--- src/rtl/div_unit.sv ---
// Multi-cycle restoring divider for RV32M DIV/DIVU/REM/REMU.
// Produces one quotient bit per clock; fixed latency for all operands.
module div_unit #(
  parameter int WIDTH = 32
) (
  input  logic             clk,
  input  logic             reset,
  input  logic             Start,
  input  logic [1:0]       DivOp,
  input  logic [WIDTH-1:0] SrcA,
  input  logic [WIDTH-1:0] SrcB,
  output logic             Busy,
  output logic             Done,
  output logic [WIDTH-1:0] DivResult,
  output logic             DivByZero
);

  localparam int CW = (WIDTH > 2) ? $clog2(WIDTH) : 1;
  localparam logic [CW-1:0] LAST = CW'(WIDTH - 1);

  typedef enum logic [1:0] {
    IDLE,
    CALC,
    FIX,
    DONE
  } state_t;

  state_t           state;
  logic [WIDTH-1:0] quo;
  logic [WIDTH-1:0] rem;
  logic [WIDTH-1:0] dvsr;
  logic [CW-1:0]    cnt;
  logic             q_neg;
  logic             r_neg;
  logic             zdiv;
  logic             sel_rem;

  logic             accept;
  logic             sgn;
  logic [WIDTH-1:0] a_mag;
  logic [WIDTH-1:0] b_mag;
  logic [WIDTH:0]   shifted;
  logic [WIDTH:0]   trial;
  logic             take;
  logic [WIDTH-1:0] q_fix;
  logic [WIDTH-1:0] r_fix;
  logic [WIDTH-1:0] res;

  assign accept = Start &&
                  (state == IDLE ||
                   state == DONE);

  // Operand magnitudes captured on the accepting edge.
  always_comb begin
    sgn   = ~DivOp[0];
    a_mag = SrcA;
    b_mag = SrcB;
    if (sgn && SrcA[WIDTH-1])
      a_mag = -SrcA;
    if (sgn && SrcB[WIDTH-1])
      b_mag = -SrcB;
  end

  // The partial remainder stays below the divisor, so the
  // WIDTH+1 bit trial's MSB is a reliable sign bit.
  always_comb begin
    shifted = {rem, quo[WIDTH-1]};
    trial   = shifted - {1'b0, dvsr};
    take    = ~trial[WIDTH];
  end

  // A zero divisor yields quotient all ones; the remainder
  // path already reconstructs the original dividend.
  always_comb begin
    q_fix = q_neg ? -quo : quo;
    r_fix = r_neg ? -rem : rem;
    res   = q_fix;
    if (sel_rem)
      res = r_fix;
    else if (zdiv)
      res = '1;
  end

  always_ff @(posedge clk or posedge reset) begin
    if (reset) begin
      state     <= IDLE;
      quo       <= '0;
      rem       <= '0;
      dvsr      <= '0;
      cnt       <= '0;
      q_neg     <= 1'b0;
      r_neg     <= 1'b0;
      zdiv      <= 1'b0;
      sel_rem   <= 1'b0;
      Busy      <= 1'b0;
      Done      <= 1'b0;
      DivResult <= '0;
      DivByZero <= 1'b0;
    end else if (accept) begin
      state   <= CALC;
      sel_rem <= DivOp[1];
      quo     <= a_mag;
      dvsr    <= b_mag;
      rem     <= '0;
      cnt     <= '0;
      q_neg   <= sgn &
                 (SrcA[WIDTH-1] ^
                  SrcB[WIDTH-1]);
      r_neg   <= sgn & SrcA[WIDTH-1];
      zdiv    <= (SrcB == '0);
      Busy    <= 1'b1;
      Done    <= 1'b0;
    end else begin
      unique case (state)
        IDLE: begin
          Done <= 1'b0;
        end
        CALC: begin
          rem <= take ? trial[WIDTH-1:0]
                      : shifted[WIDTH-1:0];
          quo <= {quo[WIDTH-2:0], take};
          cnt <= cnt + 1'b1;
          if (cnt == LAST)
            state <= FIX;
        end
        FIX: begin
          DivResult <= res;
          DivByZero <= zdiv;
          Busy      <= 1'b0;
          Done      <= 1'b1;
          state     <= DONE;
        end
        DONE: begin
          Done  <= 1'b0;
          state <= IDLE;
        end
        default: begin
          state <= IDLE;
        end
      endcase
    end
  end

endmodule

--- config.mk ---
export PLATFORM = sky130hd
export DESIGN_NAME = div_unit
export DESIGN_NICKNAME = d
export VERILOG_FILES = /design/src/rtl/div_unit.sv
export SDC_FILE = /design/constraint.sdc
export NUM_CORES = 1
export LEC_CHECK = 0
export ABC_AREA = 1
export BUFFER_PORTS_ARGS = -buffer_cell sky130_fd_sc_hd__buf_4
export CAP_MARGIN = 25
export CELL_PAD_IN_SITES_DETAIL_PLACEMENT = 0
export CELL_PAD_IN_SITES_GLOBAL_PLACEMENT = 1
export CORE_UTILIZATION = 43
export CTS_CLUSTER_DIAMETER = 50
export DETAILED_ROUTE_END_ITERATION = 12
export PLACE_DENSITY_LB_ADDON = 0.08
export SLEW_MARGIN = 0
export SYNTH_ARGS = -nofsm -noshare
export SYNTH_HDL_FRONTEND = slang
export SYNTH_SLANG_ARGS = --single-unit
--- constraint.sdc ---
create_clock -name clk -period 5.8 [get_ports clk]
set_input_delay 0.29 -clock clk [delete_from_list [all_inputs] [get_ports clk]]
set_output_delay 0.29 -clock clk [all_outputs]
set_load 0.05 [all_outputs]
==> impl_metrics.csv, run 1 <==
group,metric,value,unit
run_status,run_status,"finished, violations left",
run_status,violations,"design-rule violations",
worst_setup_path,worstSetupStartpointType,"flop",
worst_setup_path,worst_setup_path_end_kind,"flop",
layout,layout-area-overhead-vs-synth,13.8,%
synthesis,postSynth.topFlopCell,"dfrtp_1",
synthesis,netlist-cell-type-count,47,
power,leakagePower,0.00753,uW
synthesis,synth_enable_flop_cells,0,
worst_setup_path,worst-path-max-fanout,34,
hold_path,timing.hold.worst.class,"in -> reg",
floorplan,fp.dieArea,29800,um^2
layout,layout_common_cells,"nand2_1, inv_1, nand3_1",
synthesis,synth_seq_area_share,28.4,%
synthesis,synth.cell_area,12500,um^2
sta,setup_tns,0,ns
clock_tree,tritoncts,"yes",
route,via_count,13200,
synthesis,synth.area.top_cells,"dfrtp_1, nand2_1, nand3_1, inv_1, nor2_1",
worst_setup_path,rr_startpoint,"state[0]$_DFFE_PP0P_",
layout,layout_commonest_cell,"nand2_1",
worst_setup_path,cp.arrival,3.45,ns
worst_setup_path,cpMostUsedCell,"inv_1",
layout,layout.nets,2225,
clock_tree,cts_setup_buffers,0,
floorplan,die_h,173,um
place,gp_routability_congestion,0.945,
floorplan,placement_rows,62,
worst_setup_path,required_time_of_the_critical_path,6.11,ns
hold_path,holdPathEnd,"sel_rem$_DFFE_PP0P_",
clock_tree,cts_root_buffer,"clkbuf_16",
sta,min_tclk_post_route,3.14,ns
worst_setup_path,crit_path_max_incr_delay,0.65,ns
clock_tree,clock_latency,0.44,ns
clock_tree,clock-sinks,142,
clock_tree,post_cts_resized,0,
power,power.density,629,nW/um^2
global_routing,track_usage,29.0,%
layout,fill_count,3081,
clock_tree,cts_max_path_buffers,2,
route,remaining_drc_errors,1,
sta,skew,0.00976,ns
layout,post_layout_util,49.6,%
sta,timing_hold_violations_final,0,
worst_setup_path,reg2reg_setup_slack,2.66,ns
worst_setup_path,reg2reg_depth,10,
floorplan,placeable_core_region,28700,um^2
power,total_power,8960,uW
sta,timing.max_slew.rel_slack,34.6,%
layout,insertedDiodeCount,0,
worst_setup_path,worstPathBufferInverterCount,4,
route,drt_pass_1_iters,10,
hold_path,min-delay-start,"DivOp[1]",
floorplan,boundaryPins,104,
place,placed_cell_area,13600,um^2
route,drt_first_iter_violations,1183,
worst_setup_path,crit_slowest_cell,"inv_1",
sta,setup_viol,0,
route,post_drt_wl_per_cell,17.0,um
hold_path,worstHoldPathCells,3,
sta,worst_pin_slew,0.969,ns
clock_tree,ctsHtreeMaxLevel,4,
worst_setup_path,path_cells,"inv_1 > ha_1 > nand2_1 > inv_2 > buf_4 > nor2_2 > inv_1 > o22ai_1 > nor3_1 > a21oi_1",
layout,final_area,14200,um^2
place,buffer_ports.inserted,103,
global_routing,first_global_vias,12200,
synthesis,synth.net_count,2151,
power,peakVddDrop,0.638,mV
sta,report.final.slew_viol_count,0,
place,dp.final_hpwl,33.7,mm
run,reported_max_cap_violation_count,0,
clock_tree,hold_bufs_inserted_after_cts,1,
worst_setup_path,reg_to_reg_end,"state[0]$_DFFE_PP0P_",
global_routing,largest_net_degree_at_the_start_of_global_routing,81,
synthesis,netlist_instances,2039,
global_routing,antenna_found_initial,0,
global_routing,wire_length_of_the_first_global_routing_pass,67.8,mm
floorplan,initial_cell_density_of_the_core,43.6,%
clock_tree,clock_input_transition_at_the_sequential_cells_of_the_worst_setup_and_hold_paths,0.06,ns
synthesis,yosys_warnings,0,
synthesis,synth_top_cell_by_area,"dfrtp_1",
route,via_per_inst,5.27,
worst_setup_path,critical_path_class,"reg -> reg",
layout,layout-drive-gt1-share,9.78,%
clock_tree,cts-buffers-inserted,17,
sta,final_worst_path_cycle_share,54.1,%
synthesis,yosys.area.top_type_share,28.4,%
route,postRouteAntennaNets,0,
floorplan,chip_width,173,um
route,routed_wl,42.6,mm
synthesis,synth-seq-cells,142,
sta,achievable-frequency,319,MHz
sta,setup_repair_after_global_routing_missed_its_margin,"false",
synthesis,syn_area_per_cell,6.14,um^2
synthesis,async_flop_share,100,%
worst_setup_path,path_delay_family,"buffers and inverters",
global_routing,globalRoute.totalOverflow,0,
## power breakdown
group / total [uW] / internal, uW / switching (uW)
Clock: 1230 / 740 / 489
Combinational: 5920 / 1780 / 4130
Sequential: 1820 / 1440 / 382
## worst max path at each step
stage / startpoint / to / slack, ns / depth (start not counted)
floorplan: reset / Busy$_DFFE_PP0P_ / 1.70 / 1
global placement: state[0]$_DFFE_PP0P_ / state[0]$_DFFE_PP0P_ / 2.77 / 10
detailed placement: state[0]$_DFFE_PP0P_ / state[0]$_DFFE_PP0P_ / 2.69 / 10
CTS: state[0]$_DFFE_PP0P_ / state[0]$_DFFE_PP0P_ / 2.68 / 10
global route: state[0]$_DFFE_PP0P_ / state[0]$_DFFE_PP0P_ / 2.41 / 10
finish: state[0]$_DFFE_PP0P_ / state[0]$_DFFE_PP0P_ / 2.66 / 10
## synth_stat cells (10+ instances only)
master,count
ha_1,42
nand2_1,603
a21oi_1,79
buf_1,10
inv_1,320
dfrtp_1,142
o221ai_1,17
o21bai_1,13
o22ai_1,15
nor2_1,179
o21ai_0,103
nor3_1,29
clkbuf_1,39
xnor2_1,17
nand3_1,261
nand2_2,28
nand3b_1,12
nand4_1,31
a31oi_1,13
xor2_1,22
## worst min-delay path: stages
cell and delay (ns):
buf_4 0.08, nand2_1 0.06, o21ai_0 0.07
## cell type report
class | instances | area [um^2] | share of cell area, %
multi-input cells | 1507 | 7450 | 52.3
flip-flops and latches | 142 | 3550 | 25.0
inverters | 330 | 1240 | 8.73
repair buffers | 115 | 866 | 6.08
well taps | 384 | 480 | 3.37
clock buffers | 18 | 439 | 3.08
clock inverters | 14 | 206 | 1.45
## state kept, by name, indices dropped and copies added, names as in the netlist, 2 cells and up
signal / flops
state: 2
cnt: 5
dvsr: 32
rem: 32
DivResult: 32
quo: 32
## cells by family after synthesis
kind of cell	share of synthesized area (%)
adders and majority gates	4.36
xor gates and xnor gates	2.73
and+or+nand+nor	40.3
buffers and inverters	12.1
AOI/OAI and AO/OA	12.1
DFF	28.4
## metal layers
metal	vias up	global-route usage (%)	part of all wire (%)
met2	409	44.3	44
met4	0	7.33	1.8
met3	41	3.30	6.1
met5	-	0	0
met1	6075	43.4	48
li1	6698	-	-
## through the flow
step	instances	hold WS, ns	worst slack (ns)
2_1_floorplan	2039	0.411	1.70
5_1_grt	2510	0.124	2.41
3_5_place_dp	2477	0.462	2.69
4_1_cts	2510	0.0757	2.68
6_report	2510	0.107	2.66
3_3_place_gp	2477	0.456	2.77
Note: power is estimated with default switching activity, not from simulation.
==> run 2: changes to the inputs <==
- CORE_UTILIZATION: 43 -> 39
- clock period: 5.8 -> 2.5 ns (I/O delays scaled with it)
==> run 2 against run 1 <==
- count of clock-buffer cells in the layout is the same
- the flow now finishes without violations
- register-to-register slack lost 2.5 ns
- maximum frequency grew 32%
- global-route usage shrank 1.2 points
==> impl_metrics.csv, run 2 (synthesized netlist as in run 1, its figures left out) <==
group,metric,value,unit
run_status,run_status,"finished clean",
sta,min_tclk_post_route,2.38,ns
worst_setup_path,worstSetupStartpointType,"flop",
power,power.density,1440,nW/um^2
route,postRouteAntennaNets,0,
sta,report.final.slew_viol_count,0,
power,part_of_the_total_power_dissipated_in_combinational_logic,68.4,%
worst_setup_path,critical_path_class,"reg -> reg",
place,buffer_ports.inserted,103,
worst_setup_path,worst_setup_path_end_kind,"flop",
sta,skew,0.0129,ns
route,drt_pass_1_iters,7,
floorplan,boundaryPins,104,
layout,layout_commonest_cell,"nand2_1",
clock_tree,cts_max_path_buffers,2,
worst_setup_path,required_time_of_the_critical_path,2.85,ns
floorplan,placement_rows,65,
layout,insertedDiodeCount,0,
floorplan,fp.dieArea,32800,um^2
route,remaining_drc_errors,0,
layout,layout_common_cells,"nand2_1, inv_1, nand3_1",
sta,timing_hold_violations_final,0,
sta,final_worst_path_cycle_share,95.1,%
layout,post_layout_util,47.4,%
place,placed_cell_area,14000,um^2
place,place.detailed.instances,2540,
power,p_int,9500,uW
power,peakVddDrop,0.786,mV
run,reported_max_cap_violation_count,0,
global_routing,largest_net_degree_at_the_start_of_global_routing,70,
sta,achievable-frequency,420,MHz
clock_tree,ctsHtreeMaxLevel,4,
floorplan,die_h,181,um
floorplan,chip_width,181,um
worst_setup_path,cp.arrival,2.73,ns
route,post_drt_wl_per_cell,17.3,um
power,leakagePower,0.00792,uW
power,sw_frac_of_total,55.9,%
power,total_switching_power,12000,uW
power,seq_power_share,19.4,%
route,drt_first_iter_violations,1104,
floorplan,placeable_core_region,31600,um^2
sta,worst_pin_slew,1.00,ns
place,dp.final_hpwl,35.7,mm
sta,setup_repair_after_global_routing_missed_its_margin,"true",
sta,setup_viol,0,
power,share_clk_of_total_power,12.2,%
layout,layout-area-overhead-vs-synth,19.6,%
clock_tree,cts-buffers-inserted,17,
sta,timing.max_slew.rel_slack,32.4,%
route,routed_wl,45.1,mm
layout,final_area,15000,um^2
hold_path,timing.hold.worst.class,"in -> reg",
clock_tree,clock_latency,0.45,ns
clock_tree,clock-sinks,142,
route,via_per_inst,5.19,
global_routing,track_usage,27.8,%
clock_tree,cts_root_buffer,"clkbuf_16",
route,via_count,13500,
global_routing,wire_length_of_the_first_global_routing_pass,70.4,mm
layout,layout-drive-gt1-share,12.2,%
clock_tree,tritoncts,"yes",
global_routing,antenna_found_initial,0,
layout,layout.nets,2300,
worst_setup_path,worst-path-max-fanout,14,
global_routing,globalRoute.totalOverflow,0,
floorplan,initial_cell_density_of_the_core,39.7,%
sta,hold_ws,0.0118,ns
layout,final_cells,2603,
place,gp_routability_congestion,0.943,
clock_tree,clock_input_transition_at_the_sequential_cells_of_the_worst_setup_and_hold_paths,0.07,ns
global_routing,first_global_vias,12600,
## run 2: cell count changes in the layout (fill, tap and decap cells not counted), moves of 2 or more
cell | before | now
buf_4 | 114 | 158
dlygate4sd3_1 | 1 | 23
buf_12 | 0 | 5
bufinv_16 | 4 | 1
inv_8 | 1 | 4
clkbuf_16 | 17 | 19
clkinvlp_4 | 3 | 1
ha_1 | 42 | 40
inv_1 | 318 | 316
inv_2 | 8 | 10
## run 2: power by group through the flow
stage | Combinational [uW] | Clock (uW) | Sequential (uW)
after floorplan | 9100 | 0 | 4870
after global routing | 16300 | 2760 | 4300
after CTS | 14300 | 2660 | 4170
after global placement | 14200 | 0 | 4190
after detailed placement | 14200 | 0 | 4200
final | 14700 | 2630 | 4180
## run 2: what timing repair did
| action | 4_1_cts | 5_1_grt |
|---|---|---|
| gates resized for setup | 0 | 11 |
| hold endpoints to repair | 163 | 0 |
| hold buffers | 23 | 0 |
| buffers inserted | 0 | 4 |
| endpoints found under the setup margin | 0 | 32 |
## run 2: through the flow
step / power, uW / worst slack [ns] / setup TNS [ns]
after detailed placement: 18400 / 0.0822 / 0
after global routing: 23300 / -0.0144 / -0.0293
after CTS: 21200 / 0.0724 / 0
after global placement: 18400 / 0.0691 / 0
after floorplan: 14000 / 0.326 / 0
final: 21500 / 0.122 / 0
## run 2: layout make-up
class	count	area, um^2
repair buffers	188	1570
inverters	330	1240
well taps	402	503
clock inverters	14	150
clock buffers	18	439
fillers	3380	16600
flip-flops and latches	142	3550
multi-input cells	1509	7510
## run 2: worst paths after layout
check / from / endpoint / slack (ns) / cells after the start
setup / recovery: q_neg$_DFFE_PP0P_ / DivResult[3]$_DFFE_PP0P_ / 0.12 / 5
hold reg to reg: cnt[3]$_DFFE_PP0P_ / cnt[3]$_DFFE_PP0P_ / 0.47 / 1
hold / removal: SrcB[20] / dvsr[20]$_DFFE_PP0P_ / 0.01 / 3
max in group asynchronous: reset / rem[9]$_DFFE_PP0P_ / 1.66 / 4
min in group asynchronous: reset / DivResult[22]$_DFFE_PP0P_ / 0.34 / 4
setup reg to reg: q_neg$_DFFE_PP0P_ / DivResult[3]$_DFFE_PP0P_ / 0.12 / 5
## run 2: metal layers
metal / vias to the layer above / share of wire [%] / global-route usage, %
met1: 6282 / 50 / 40.0
met3: 50 / 4.0 / 3.25
met2: 331 / 44 / 43.2
met4: 0 / 2.4 / 8.92
met5: - / 0 / 0
li1: 6843 / - / -
## run 2: critical path: stages (launching register included)
cell,delay [ns]
dfrtp_1,0.55
inv_1,0.46
nor3_1,0.12
o311ai_0,0.85
buf_4,0.23
nand2_1,0.05
==> run 3: changes to the inputs <==
- CELL_PAD_IN_SITES_DETAIL_PLACEMENT: 0 -> 2
- CELL_PAD_IN_SITES_GLOBAL_PLACEMENT: 1 -> 2
- CORE_UTILIZATION: 39 -> 30
- GPL_TIMING_DRIVEN: unset -> 0
- TNS_END_PERCENT: unset -> 50
==> run 3 against run 2 <==
- the flow now finishes with violations (design-rule violations, negative setup slack)
- combinational power grew 15%
- core utilization decreased by 9.5 points
- total power is 11% higher
- clock skew up 0.0018 ns
- flip-flop and latch count unchanged
- global-route usage grew 0.19 points
- maximum frequency down 6.5%
==> impl_metrics.csv, run 3 (synthesized netlist as in run 1, its figures left out) <==
group,metric,value,unit
clock_tree,cts-buffers-inserted,17,
place,gp_routability_congestion,0.927,
power,share_clk_of_total_power,11.3,%
sta,final_worst_path_cycle_share,102,%
clock_tree,clock-sinks,142,
clock_tree,tritoncts,"yes",
worst_setup_path,reg2reg_setup_slack,-0.04,ns
worst_setup_path,worst-path-max-fanout,6,
sta,setup_repair_after_global_routing_missed_its_margin,"true",
sta,min_tclk_post_route,2.54,ns
sta,post-route-worst-setup-slack,-0.0444,ns
sta,report.final.slew_viol_count,0,
worst_setup_path,critical_path_class,"reg -> reg",
clock_tree,cts_root_buffer,"clkbuf_16",
power,power.density,1540,nW/um^2
floorplan,initial_cell_density_of_the_core,30.5,%
power,leakagePower,0.00796,uW
sta,setup_viol,10,
route,drt_pass_1_iters,9,
global_routing,largest_net_degree_at_the_start_of_global_routing,42,
sta,timing.max_slew.rel_slack,30.2,%
layout,fill_count,5056,
power,part_of_the_total_power_dissipated_in_combinational_logic,70.4,%
layout,final_cells,2748,
global_routing,globalRoute.totalOverflow,0,
clock_tree,clock_input_transition_at_the_sequential_cells_of_the_worst_setup_and_hold_paths,0.07,ns
layout,layout-drive-gt1-share,14.6,%
sta,worst_pin_slew,1.03,ns
worst_setup_path,worstSetupStartpointType,"flop",
layout,layout.nets,2315,
floorplan,die_h,206,um
route,drt_first_iter_violations,759,
route,postRouteAntennaNets,0,
clock_tree,ctsHtreeMaxLevel,4,
worst_setup_path,cp.arrival,2.92,ns
route,via_per_inst,5.27,
power,peakVddDrop,0.745,mV
place,dp.final_hpwl,48.0,mm
floorplan,placeable_core_region,41000,um^2
run_status,violations,"design-rule violations, negative setup slack",
worst_setup_path,worst_setup_path_end_kind,"flop",
power,sw_frac_of_total,57.6,%
route,routed_wl,59.5,mm
worst_setup_path,required_time_of_the_critical_path,2.88,ns
clock_tree,clock_latency,0.46,ns
sta,skew,0.0147,ns
place,dpl_worst_slack,-0.602,ns
global_routing,wire_length_of_the_first_global_routing_pass,89.2,mm
route,remaining_drc_errors,2,
place,place.detailed.instances,2677,
layout,layout-area-overhead-vs-synth,24.4,%
run,reported_max_cap_violation_count,0,
place,buffer_ports.inserted,103,
global_routing,antenna_found_initial,0,
power,seq_power_share,18.2,%
run_status,run_status,"finished, violations left",
floorplan,chip_width,206,um
layout,insertedDiodeCount,0,
clock_tree,cts_max_path_buffers,2,
worst_setup_path,crit_path_max_incr_delay,0.41,ns
power,p_int,10100,uW
route,via_count,14500,
worst_setup_path,cpMostUsedCell,"nand2_4",
layout,layout_common_cells,"nand2_1, inv_1, nand3_1",
floorplan,fp.dieArea,42500,um^2
route,post_drt_wl_per_cell,21.7,um
hold_path,timing.hold.worst.class,"in -> reg",
power,total_switching_power,13800,uW
global_routing,first_global_vias,15200,
sta,timing_hold_violations_final,0,
global_routing,track_usage,28.0,%
floorplan,boundaryPins,104,
worst_setup_path,path_cells,"inv_4 > ha_4 > fa_2 > inv_2 > nand2_2 > nand2_2 > nand3_2 > nand2_4 > nand2_4 > nand2_4 > nand2_8 > nand3_4 > nand2_8 > clkbuf_16 > nand2_4 > nand3_2 > nand2_1",
floorplan,placement_rows,74,
layout,layout_commonest_cell,"nand2_1",
sta,setup_tns,-0.180,ns
worst_setup_path,crit_slowest_cell,"fa_2",
sta,achievable-frequency,393,MHz
## run 3: cell count changes in the layout (fill, tap and decap cells not counted), sizes merged
| cell | delta |
|---|---|
| clkinvlp | +2 |
| dlygate4sd3 | -5 |
| nand3 | +1 |
| buf | -23 |
| bufinv | +1 |
| nand2 | -1 |
| clkinv | +1 |
| clkbuf | +44 |
| inv | -5 |
## run 3: worst paths after layout
path	cells past startpoint	startpoint	to
setup / recovery	17	quo[31]$_DFFE_PP0P_	rem[14]$_DFFE_PP0P_
hold / removal	4	SrcB[31]	q_neg$_DFFE_PP0P_
setup reg to reg	17	quo[31]$_DFFE_PP0P_	rem[14]$_DFFE_PP0P_
hold reg to reg	2	Busy$_DFFE_PP0P_	Busy$_DFFE_PP0P_
max in group asynchronous	5	reset	quo[9]$_DFFE_PP0P_
min in group asynchronous	3	reset	DivResult[29]$_DFFE_PP0P_
## run 3: cell type report
cell class	instances	area, um^2	area share (%)
timing repair buffer	143	1220	7.87
inverter	330	1250	8.02
clock inverter	13	154	0.988
sequential	142	3560	22.9
clock buffer	19	453	2.91
buffer	60	308	1.98
multi-input combinational	1509	7960	51.1
tap	532	666	4.28
## run 3: critical path, delay by kind of cell (launching register included)
| family | cells | cell delay [ns] |
|---|---|---|
| fa+ha+maj | 2 | 0.58 |
| buf+inv | 3 | 0.36 |
| flops | 1 | 0.40 |
| simple gates | 12 | 1.10 |
## run 3: power groups by stage
| stage | Combinational [uW] | Sequential (uW) | Clock (uW) |
|---|---|---|---|
| floorplan | 9100 | 4870 | 0 |
| global placement | 14500 | 4290 | 0 |
| detailed placement | 15000 | 4330 | 0 |
| CTS | 15400 | 4310 | 2760 |
| global route | 18400 | 4460 | 2830 |
| finish | 16900 | 4360 | 2720 |
## run 3: stage by stage
stage	instance area, um^2	power [uW]	hold slack, ns	utilization, %
after floorplan	12500	14000	0.246	-
after global placement	14000	18800	0.364	34.0
after detailed placement	14000	19400	0.330	34.2
after CTS	14900	22400	0.0000938	36.3
after global routing	15600	25700	0.0327	38.0
final	15600	23900	0.0215	38.0
## run 3: timing repair
action,4_1_cts,5_1_grt
cloned,0,6
pin swaps,1,26
setup buffers,1,14
hold endpoints to repair,48,0
endpoints found under the setup margin,67,73
gates resized for setup,20,123
hold buffers,18,0
## run 3: per-layer routing
layer | track usage, % | routed length (um) | share of wire, % | vias to the layer above
met5 | 0 | 0 | 0 | -
met4 | 7.64 | 1250 | 2.1 | 0
met3 | 3.01 | 1360 | 2.3 | 61
met2 | 46.1 | 28000 | 47 | 210
met1 | 38.6 | 28900 | 49 | 7312
li1 | - | - | - | 6887
